## config.mk

```make
export PLATFORM = sky130hd
export DESIGN_NAME = alu_rs
export DESIGN_NICKNAME = d
export VERILOG_FILES = /design/src/rtl/alu_rs_pkg.sv /design/src/rtl/alu_rs_select.sv /design/src/rtl/alu_rs.sv
export SDC_FILE = /design/constraint.sdc
export NUM_CORES = 2
export LEC_CHECK = 0
export ABC_AREA = 0
export ABC_CLOCK_PERIOD_IN_PS = 12500
export CAP_MARGIN = 5
export CORE_UTILIZATION = 50
export CTS_CLUSTER_SIZE = 16
export DETAILED_ROUTE_END_ITERATION = 12
export GPL_TIMING_DRIVEN = 0
export PLACE_DENSITY = 0.72
export SYNTH_ARGS = -nofsm -noshare
export SYNTH_HDL_FRONTEND = slang
export SYNTH_HIERARCHICAL = 1
export SYNTH_SLANG_ARGS = --single-unit
```

## constraint.sdc

```tcl
create_clock -name clk -period 12.5 [get_ports clk]
set_clock_uncertainty 0.15 [all_clocks]
set_input_delay 1.25 -clock clk [delete_from_list [all_inputs] [get_ports clk]]
set_output_delay 1.25 -clock clk [all_outputs]
set_load 0.01 [all_outputs]
```

## src/rtl/alu_rs_pkg.sv

```systemverilog
// alu_rs_pkg: shared widths, the "value present" tag and a select-index width helper
// for the ALU reservation station.
package alu_rs_pkg;

  localparam int unsigned RS_DEPTH_DEF = 8;   // station entries
  localparam int unsigned DATA_W_DEF   = 32;  // operand/data bus width
  localparam int unsigned TAG_W_DEF    = 4;   // rename tag width
  localparam int unsigned NAME_W_DEF   = 5;   // architectural name width
  localparam int unsigned OP_W_DEF     = 5;   // ALU opcode width

  // Tag value meaning "operand value already present, nothing to wait for".
  localparam int unsigned TAG_FREE = 0;

  // Width of a binary index into an n-entry vector (at least one bit).
  function automatic int unsigned sel_width(input int unsigned n);
    return (n > 1) ? $clog2(n) : 1;
  endfunction

endpackage

```

## src/rtl/alu_rs_select.sv

```systemverilog
// rs_select: lowest-index one-hot pick from a request vector, plus its binary
// index and an any-request flag. Used for free-slot allocation and ready pick.
module rs_select
  import alu_rs_pkg::*;
#(
  parameter int unsigned N  = RS_DEPTH_DEF,
  parameter int unsigned IW = sel_width(N)
) (
  input  logic [N-1:0]  req,
  output logic [N-1:0]  grant,
  output logic [IW-1:0] idx,
  output logic          any
);

  // Two's complement isolates the lowest set bit.
  assign grant = req & (-req);
  assign any   = |req;

  // Encode the one-hot grant into a binary index.
  always_comb begin
    idx = '0;
    for (int i = 0; i < int'(N); i++) begin
      if (grant[i]) idx = idx | IW'(i);
    end
  end

endmodule

```

## src/rtl/alu_rs.sv

```systemverilog
// alu_rs: ALU reservation station. Holds dispatched ALU ops, snoops the CDB to wake
// operands and issues the lowest-index ready entry per cycle through a registered
// valid/ready stage. Optional macro RS_WAKEUP_BYPASS_EN lets an entry whose last
// operand(s) arrive on the current CDB broadcast issue in that same cycle.
module alu_rs
  import alu_rs_pkg::*;
#(
  parameter int unsigned RS_DEPTH = RS_DEPTH_DEF,
  parameter int unsigned DATA_W   = DATA_W_DEF,
  parameter int unsigned TAG_W    = TAG_W_DEF,
  parameter int unsigned NAME_W   = NAME_W_DEF,
  parameter int unsigned OP_W     = OP_W_DEF
) (
  input  logic              clk,
  input  logic              rst,
  input  logic              flush,
  input  logic              disp_valid,
  input  logic [OP_W-1:0]   disp_op,
  input  logic [TAG_W-1:0]  disp_q1,
  input  logic [DATA_W-1:0] disp_v1,
  input  logic [TAG_W-1:0]  disp_q2,
  input  logic [DATA_W-1:0] disp_v2,
  input  logic [TAG_W-1:0]  disp_dest_tag,
  input  logic [NAME_W-1:0] disp_dest_name,
  output logic              rs_full,
  input  logic              enCDBWrt,
  input  logic [TAG_W-1:0]  CDBwrtTag,
  input  logic [DATA_W-1:0] CDBwrtData,
  output logic              alu_valid,
  input  logic              alu_ready,
  output logic [OP_W-1:0]   alu_op,
  output logic [DATA_W-1:0] alu_a,
  output logic [DATA_W-1:0] alu_b,
  output logic [TAG_W-1:0]  alu_tag,
  output logic [NAME_W-1:0] alu_name
);

  localparam int unsigned      IW       = sel_width(RS_DEPTH);
  localparam logic [TAG_W-1:0] TAG_NONE = TAG_W'(TAG_FREE);

  // Entry storage: busy bits are reset, payload is only meaningful while busy.
  logic [RS_DEPTH-1:0] busy_reg, busy_next;
  logic [OP_W-1:0]     op_reg   [RS_DEPTH];
  logic [TAG_W-1:0]    q1_reg   [RS_DEPTH];
  logic [DATA_W-1:0]   v1_reg   [RS_DEPTH];
  logic [TAG_W-1:0]    q2_reg   [RS_DEPTH];
  logic [DATA_W-1:0]   v2_reg   [RS_DEPTH];
  logic [TAG_W-1:0]    dtag_reg [RS_DEPTH];
  logic [NAME_W-1:0]   dname_reg[RS_DEPTH];

  // Issue (output) register.
  logic              alu_valid_reg;
  logic [OP_W-1:0]   alu_op_reg;
  logic [DATA_W-1:0] alu_a_reg, alu_b_reg;
  logic [TAG_W-1:0]  alu_tag_reg;
  logic [NAME_W-1:0] alu_name_reg;

  logic [RS_DEPTH-1:0] free_vec, alloc_grant, ready_vec, ready_grant;
  logic [RS_DEPTH-1:0] q1_hit, q2_hit;
  logic [IW-1:0]       alloc_idx, ready_idx;
  logic                alloc_any, ready_any;
  logic                cdb_hit, disp_fire, load_en, issue_fire;
  logic                dq1_hit, dq2_hit;
  logic [DATA_W-1:0]   issue_a, issue_b;

  // A broadcast of the "value present" tag carries no wakeup.
  assign cdb_hit = enCDBWrt && (CDBwrtTag != TAG_NONE);

  // Per-entry CDB match and readiness.
  for (genvar gi = 0; gi < int'(RS_DEPTH); gi++) begin : g_entry
    assign free_vec[gi] = ~busy_reg[gi];
    assign q1_hit[gi]   = cdb_hit && (q1_reg[gi] == CDBwrtTag);
    assign q2_hit[gi]   = cdb_hit && (q2_reg[gi] == CDBwrtTag);
`ifdef RS_WAKEUP_BYPASS_EN
    assign ready_vec[gi] = busy_reg[gi]
                         && ((q1_reg[gi] == TAG_NONE) || q1_hit[gi])
                         && ((q2_reg[gi] == TAG_NONE) || q2_hit[gi]);
`else
    assign ready_vec[gi] = busy_reg[gi]
                         && (q1_reg[gi] == TAG_NONE)
                         && (q2_reg[gi] == TAG_NONE);
`endif
  end

  rs_select #(.N(RS_DEPTH), .IW(IW)) u_alloc (
    .req   (free_vec),
    .grant (alloc_grant),
    .idx   (alloc_idx),
    .any   (alloc_any)
  );

  rs_select #(.N(RS_DEPTH), .IW(IW)) u_pick (
    .req   (ready_vec),
    .grant (ready_grant),
    .idx   (ready_idx),
    .any   (ready_any)
  );

  // Fullness looks only at registered busy bits, so a same-cycle issue never
  // opens a slot for a dispatch.
  assign rs_full    = &busy_reg;
  assign disp_fire  = disp_valid && alloc_any;
  assign load_en    = !alu_valid_reg || alu_ready;
  assign issue_fire = load_en && ready_any;

  // A dispatching operand whose tag is on the CDB right now captures the data.
  assign dq1_hit = cdb_hit && (disp_q1 == CDBwrtTag);
  assign dq2_hit = cdb_hit && (disp_q2 == CDBwrtTag);

  // Next busy vector: drop the issued entry, add the allocated one.
  always_comb begin
    busy_next = busy_reg;
    if (issue_fire) busy_next = busy_next & ~ready_grant;
    if (disp_fire)  busy_next = busy_next | alloc_grant;
  end

  // Busy bits: reset and flush both empty the station.
  always_ff @(posedge clk) begin
    if (rst)        busy_reg <= '0;
    else if (flush) busy_reg <= '0;
    else            busy_reg <= busy_next;
  end

  // Payload: CDB wakeup for waiting entries, then the dispatch write.
  always_ff @(posedge clk) begin
    for (int i = 0; i < int'(RS_DEPTH); i++) begin
      if (busy_reg[i] && q1_hit[i]) begin
        q1_reg[i] <= TAG_NONE;
        v1_reg[i] <= CDBwrtData;
      end
      if (busy_reg[i] && q2_hit[i]) begin
        q2_reg[i] <= TAG_NONE;
        v2_reg[i] <= CDBwrtData;
      end
    end
    if (disp_fire) begin
      op_reg[alloc_idx]    <= disp_op;
      q1_reg[alloc_idx]    <= dq1_hit ? TAG_NONE : disp_q1;
      v1_reg[alloc_idx]    <= dq1_hit ? CDBwrtData : disp_v1;
      q2_reg[alloc_idx]    <= dq2_hit ? TAG_NONE : disp_q2;
      v2_reg[alloc_idx]    <= dq2_hit ? CDBwrtData : disp_v2;
      dtag_reg[alloc_idx]  <= disp_dest_tag;
      dname_reg[alloc_idx] <= disp_dest_name;
    end
  end

  // Operand values for the selected entry (CDB data forwarded when bypassing).
  always_comb begin
    issue_a = v1_reg[ready_idx];
    issue_b = v2_reg[ready_idx];
`ifdef RS_WAKEUP_BYPASS_EN
    if (q1_reg[ready_idx] != TAG_NONE) issue_a = CDBwrtData;
    if (q2_reg[ready_idx] != TAG_NONE) issue_b = CDBwrtData;
`endif
  end

  // Issue register: loads when empty or being consumed, otherwise holds.
  always_ff @(posedge clk) begin
    if (rst) begin
      alu_valid_reg <= 1'b0;
      alu_op_reg    <= '0;
      alu_a_reg     <= '0;
      alu_b_reg     <= '0;
      alu_tag_reg   <= '0;
      alu_name_reg  <= '0;
    end else if (flush) begin
      alu_valid_reg <= 1'b0;
    end else if (load_en) begin
      alu_valid_reg <= ready_any;
      if (ready_any) begin
        alu_op_reg   <= op_reg[ready_idx];
        alu_a_reg    <= issue_a;
        alu_b_reg    <= issue_b;
        alu_tag_reg  <= dtag_reg[ready_idx];
        alu_name_reg <= dname_reg[ready_idx];
      end
    end
  end

  assign alu_valid = alu_valid_reg;
  assign alu_op    = alu_op_reg;
  assign alu_a     = alu_a_reg;
  assign alu_b     = alu_b_reg;
  assign alu_tag   = alu_tag_reg;
  assign alu_name  = alu_name_reg;

endmodule

```

== Word-level counts from Yosys, hierarchy flattened ==
Memory sizes are Yosys's and may differ from the RTL's. A register that Yosys moved wholly into a read port is not among the register bits.
Index checks and enable logic that the tools add are counted.

* Flip-flop bits (word level): 9
* Memory bits (writable): 688
* Bits of input ports: 128
* Output and inout bits: 80
* Word-level logic and storage cells: 174
* Memories: 7

* Add/sub/neg operators: 2
* Equality and inequality tests: 18
* Multiplexer cells: 54
* Bitwise logic cells: 14
* Reduce and logical (&&, ||, !) cells: 77

{| class="wikitable"
|+ Memories
! name !! words !! bits a word !! read ports !! clocked after Yosys merged registers in !! write ports !! line !! RTL
|-
| v1_reg || 8 || 32 || 1 || 1 || 9 || alu_rs.sv:45 || <nowiki>logic [DATA_W-1:0] v1_reg [RS_DEPTH];</nowiki>
|-
| v2_reg || 8 || 32 || 1 || 1 || 9 || alu_rs.sv:47 || <nowiki>logic [DATA_W-1:0] v2_reg [RS_DEPTH];</nowiki>
|-
| dname_reg || 8 || 5 || 1 || 1 || 1 || alu_rs.sv:49 || <nowiki>logic [NAME_W-1:0] dname_reg[RS_DEPTH];</nowiki>
|-
| op_reg || 8 || 5 || 1 || 1 || 1 || alu_rs.sv:43 || <nowiki>logic [OP_W-1:0] op_reg [RS_DEPTH];</nowiki>
|-
| dtag_reg || 8 || 4 || 1 || 1 || 1 || alu_rs.sv:48 || <nowiki>logic [TAG_W-1:0] dtag_reg [RS_DEPTH];</nowiki>
|-
| q1_reg || 8 || 4 || 8 || 0 || 9 || alu_rs.sv:44 || <nowiki>logic [TAG_W-1:0] q1_reg [RS_DEPTH];</nowiki>
|-
| 1 more memories || - || - || - || - || - || - ||
|}

{| class="wikitable"
|+ Operators with widths
! operator !! count
|-
| 4-bit equality test || 18
|-
| 4-bit logical NOT || 16
|-
| 32-bit 2-to-1 mux || 2
|-
| 1-bit logical AND || 53
|-
| 1-bit 2-to-1 mux || 36
|-
| 8-bit AND || 3
|-
| 3-bit 2-to-1 mux || 8
|-
| 8-bit 2-to-1 mux || 2
|-
| 8-bit negator || 2
|-
| 8-bit OR reduction || 2
|-
| 1-bit inverter || 9
|-
| 2-bit 2-to-1 mux || 4
|-
| 4-bit 2-to-1 mux || 2
|-
| 8-bit inverter || 1
|-
| 8-bit bitwise OR || 1
|-
| 8-bit AND reduction || 1
|-
| 4-bit nonzero test || 1
|-
| 3-bit AND reduction || 1
|-
| 2-bit OR reduction || 1
|-
| 1-bit logical NOT || 1
|-
| 1-bit logical OR || 1
|}

== Longest topological paths before layout ==
An unclocked memory read counts as a cell.

* Word-level depth: 13
* Depth in mapped cells: 13
* Gate-level depth less buffers: 10

== Modules after synthesis ==
Netlist, hierarchy kept.

{| class="wikitable"
|+ Modules (own cells, without submodules)
! module !! instances !! cells an instance !! area an instance (sq um)
|-
| alu_rs || 1 || 2,496 || 36,324.8
|-
| rs_select || 2 || 24 || 146.4
|}

== Least setup slack after synthesis ==
Ideal clock, no wire load.

* Path type: input port to flip-flop
* Start point: input CDBwrtTag[3]
* End point: memory q1_reg[0][0] in the netlist's numbering, enable pin
* Arrival: 4.774 ns
* Required time: 11.871 ns
* Setup slack: 7.097 ns
* Cell stages on the path: 5
* Cells stage by stage: buf_2 buf_1 xnor2_1 nand4_1 o21ai_0

{| class="wikitable"
|+ RTL lines
! what !! line !! RTL
|-
| from (decl) || alu_rs.sv:27 || <nowiki>input logic [TAG_W-1:0] CDBwrtTag,</nowiki>
|-
| to (decl) || alu_rs.sv:44 ||
|}

==> results.json <==
{
  "fin_cells": 3886,
  "async_flop_share": 0,
  "combPwrFrac": 0.058,
  "outcome": "complete, no violations",
  "synth_top_area_share": 0.564,
  "final_common_cell": "edfxtp_1",
  "core_um2": 72000,
  "htree_levels": 3,
  "post_drt_wl_per_cell_um": 29.6,
  "postCtsHoldBufs": 0,
  "dp_hpwl_um": 78200,
  "r2r_cells": 12,
  "yosysTopAreaCell": "edfxtp_1",
  "rsz0062_at_grt": "no",
  "switching_share": 0.216,
  "cap_violations": 0,
  "synth_enable_flop_cells": 688,
  "grt_use_met3": 0.0674,
  "fin_crit_sh": 0.506,
  "fin_util": 0.603,
  "finalWeightedCongestion": 0.965,
  "min-delay-start": "alu_b[30]",
  "cts_setup_buffers": 0,
  "synth_area_um2": 36600,
  "grt-busiest-layer": "met2",
  "hp-class": "reg -> reg",
  "yosysSeqAreaShare": 0.612,
  "totalWireLength_um": 115000,
  "final_nets": 2986,
  "crit_type": "reg -> reg",
  "cts.sinks": 775,
  "met1_usage": 0.390,
  "p_sw_mw": 1.22,
  "ant_nets": 0,
  "arrival_ns": 6.64,
  "drive_gt1_frac": 0.248,
  "tns_ns": 0,
  "hold_ws_ns": 0.342,
  "report.final.slew_viol_count": 0,
  "worst_slack_ns": 6.17,
  "cts_resized": 0,
  "cp-end-kind": "flip-flop",
  "syn_area_per_cell_um2": 14.4,
  "portBuffers": 202,
  "ys_ff_latch": 775,
  "worstMarginPinSlew_ns": 1.24,
  "first_pass_iters": 5,
  "power.leakage_nw": 13.7,
  "r2r-end": "alu_a[1]",
  "power_density_nw_per_um2": 130,
  "numCtsBuffers": 83,
  "synth_area_leaders": "edfxtp_1, mux2_2, mux2i_1",
  "min_path_cells": 2,
  "relSlewSlack": 0.162,
  "sequentialPowerShare": 0.507,
  "crit_buf_inv": 3,
  "pre_cts_ws_ns": 6.67,
  "final_cell_mix": "edfxtp_1, mux2_2, mux2i_1, clkdlybuf4s50_1, nor2_1",
  "p_int_mw": 4.42,
  "synth_cells": 2544,
  "cts.clk_slew.worst_paths_ns": 0.06,
  "vias_per_cell": 6.22,
  "start_util": 0.509,
  "clockRootBuffer": "clkbuf_16",
  "layout_min_cycle_time_ns": 6.33,
  "synth-main-ff-cell": "edfxtp_1",
  "grtUsageMet2": 0.493,
  "grt_pass1_wl_um": 163000,
  "yosysWarnings": 6,
  "num_vias": 24200,
  "cts_tree": "done",
  "path_max_fanout": 10,
  "place_inst": 3722,
  "finalSetupViolations": 0,
  "finalPower_mw": 5.64,
  "grt_usage": 0.303,
  "io_pins": 208,
  "startpoint_type": "flip-flop",
  "required_ns": 12.82,
  "cts.path.max_buffers": 3,
  "ys_types": 43,
  "hold_path_end": "alu_b[30]",
  "crit_slowest_cell": "clkbuf_1",
  "antenna_found_initial": 11,
  "cp_cell_sequence": "nor4_1 > nand2_1 > nor4_1 > nor2_1 > a211oi_1 > nor2b_1 > clkbuf_1 > clkbuf_1 > clkbuf_1 > a22oi_1 > a21oi_1 > nor3_1",
  "crit_family": "buffers and inverters",
  "slowest_delay_ns": 0.98,
  "die_w_um": 273,
  "clkLatencyLatePin_ns": 0.65,
  "num_rows": 98,
  "drc": 0,
  "dieArea_um2": 74300,
  "peakVddDrop_mv": 0.101,
  "r2r-start": "q1_reg[2][0]",
  "area_growth_pct": 18.5,
  "grt_max_degree": 22,
  "rrSetupSlack_ns": 6.17,
  "finalHoldViolations": 0,
  "die_h_um": 273,
  "final_cell_area_um2": 43400,
  "register_area_um2": 22400,
  "clkPwrFrac": 0.435,
  "syn_nets": 2672,
  "max_freq_mhz": 158,
  "grt_pass1_vias": 24100,
  "grt_overflow": 0,
  "multi_input_area_um2": 13300,
  "drt_iter0_drc": 2876,
  "dpl-instance-area_um2": 40700,
  "cp_common_cell": "clkbuf_1",
  "nFillCells": 5380
}
-- cells in the mapped netlist (2+ instances only) --
master,instances
edfxtp_1,688
mux2_2,459
mux2i_1,312
nor2_1,159
a22oi_1,156
clkbuf_1,108
a21oi_1,88
dfxtp_1,87
nor3_1,78
xnor2_1,72
buf_2,54
mux2_1,53
buf_4,28
inv_1,28
nand2_1,25
o21ai_0,20
nand4_1,18
nor4_1,17
and3_1,11
o21ai_1,10
and2_1,9
o21a_1,8
a21oi_2,7
nor2b_1,6
buf_1,5
o21ai_2,5
a211oi_1,4
buf_6,4
nand3_1,4
nor3b_1,4
a21o_1,2
nor3_2,2
nor3b_2,2
or4_4,2
-- per-layer routing --
layer,part of all wire,wire length (um)
met1,0.39,44600
met2,0.47,54500
met3,0.094,10800
met4,0.043,4890
met5,0.00062,71
-- final cells by class --
cell class / count / share of cell area
clock inverter: 41 / 0.00888
clock buffer: 115 / 0.0533
antenna: 7 / 0.000404
sequential: 775 / 0.516
buffer: 199 / 0.0219
multi-input combinational: 1542 / 0.307
tap: 950 / 0.0274
timing repair buffer: 229 / 0.0621
inverter: 28 / 0.00242
-- worst max-delay path by stage --
| stage | slack (ns) | from | endpoint | cells past startpoint |
|---|---|---|---|---|
| 2_1_floorplan | 7.10 | CDBwrtTag[3] | q1_reg[0][0] | 5 |
| 3_3_place_gp | 3.37 | CDBwrtTag[2] | v1_reg[2][20] | 5 |
| 3_5_place_dp | 6.67 | q1_reg[2][0] | alu_a[1] | 12 |
| 4_1_cts | 6.63 | q1_reg[2][0] | alu_a[1] | 12 |
| 5_1_grt | 6.28 | q1_reg[2][0] | alu_a[1] | 12 |
| 6_report | 6.17 | q1_reg[2][0] | alu_a[1] | 12 |
-- kinds of logic (layout without fill, tap and decap cells) --
| family | count (synthesis) | in the layout | synth area share |
|---|---|---|---|
| multiplexers | 824 | 824 | 0.243 |
| flip-flops | 775 | 775 | 0.612 |
| AND/OR/NAND/NOR | 342 | 342 | 0.0442 |
| AO/OA/AOI/OAI | 304 | 304 | 0.0553 |
| XOR/XNOR | 72 | 72 | 0.0172 |
| other | 0 | 7 | 0 |
| buffers and inverters | 227 | 612 | 0.0288 |
-- worst register-to-register path, cell delays in order (launching register included) --
cell	delay [ns]
edfxtp_1	0.40
nor4_1	0.53
nand2_1	0.10
nor4_1	0.95
nor2_1	0.12
a211oi_1	0.83
nor2b_1	0.22
clkbuf_1	0.39
clkbuf_1	0.77
clkbuf_1	0.99
a22oi_1	0.24
a21oi_1	0.37
nor3_1	0.08
-- power groups by stage --
| stage | clock network, mW | logic, mW | registers (mW) |
|---|---|---|---|
| after global placement | 0 | 0.295 | 2.92 |
| after global routing | 2.56 | 0.342 | 2.86 |
| after CTS | 2.46 | 0.320 | 2.86 |
| after detailed placement | 0 | 0.317 | 2.91 |
| final | 2.45 | 0.326 | 2.86 |
| after floorplan | 0 | 0.173 | 2.91 |
Note: power is estimated with default switching activity, not from simulation.
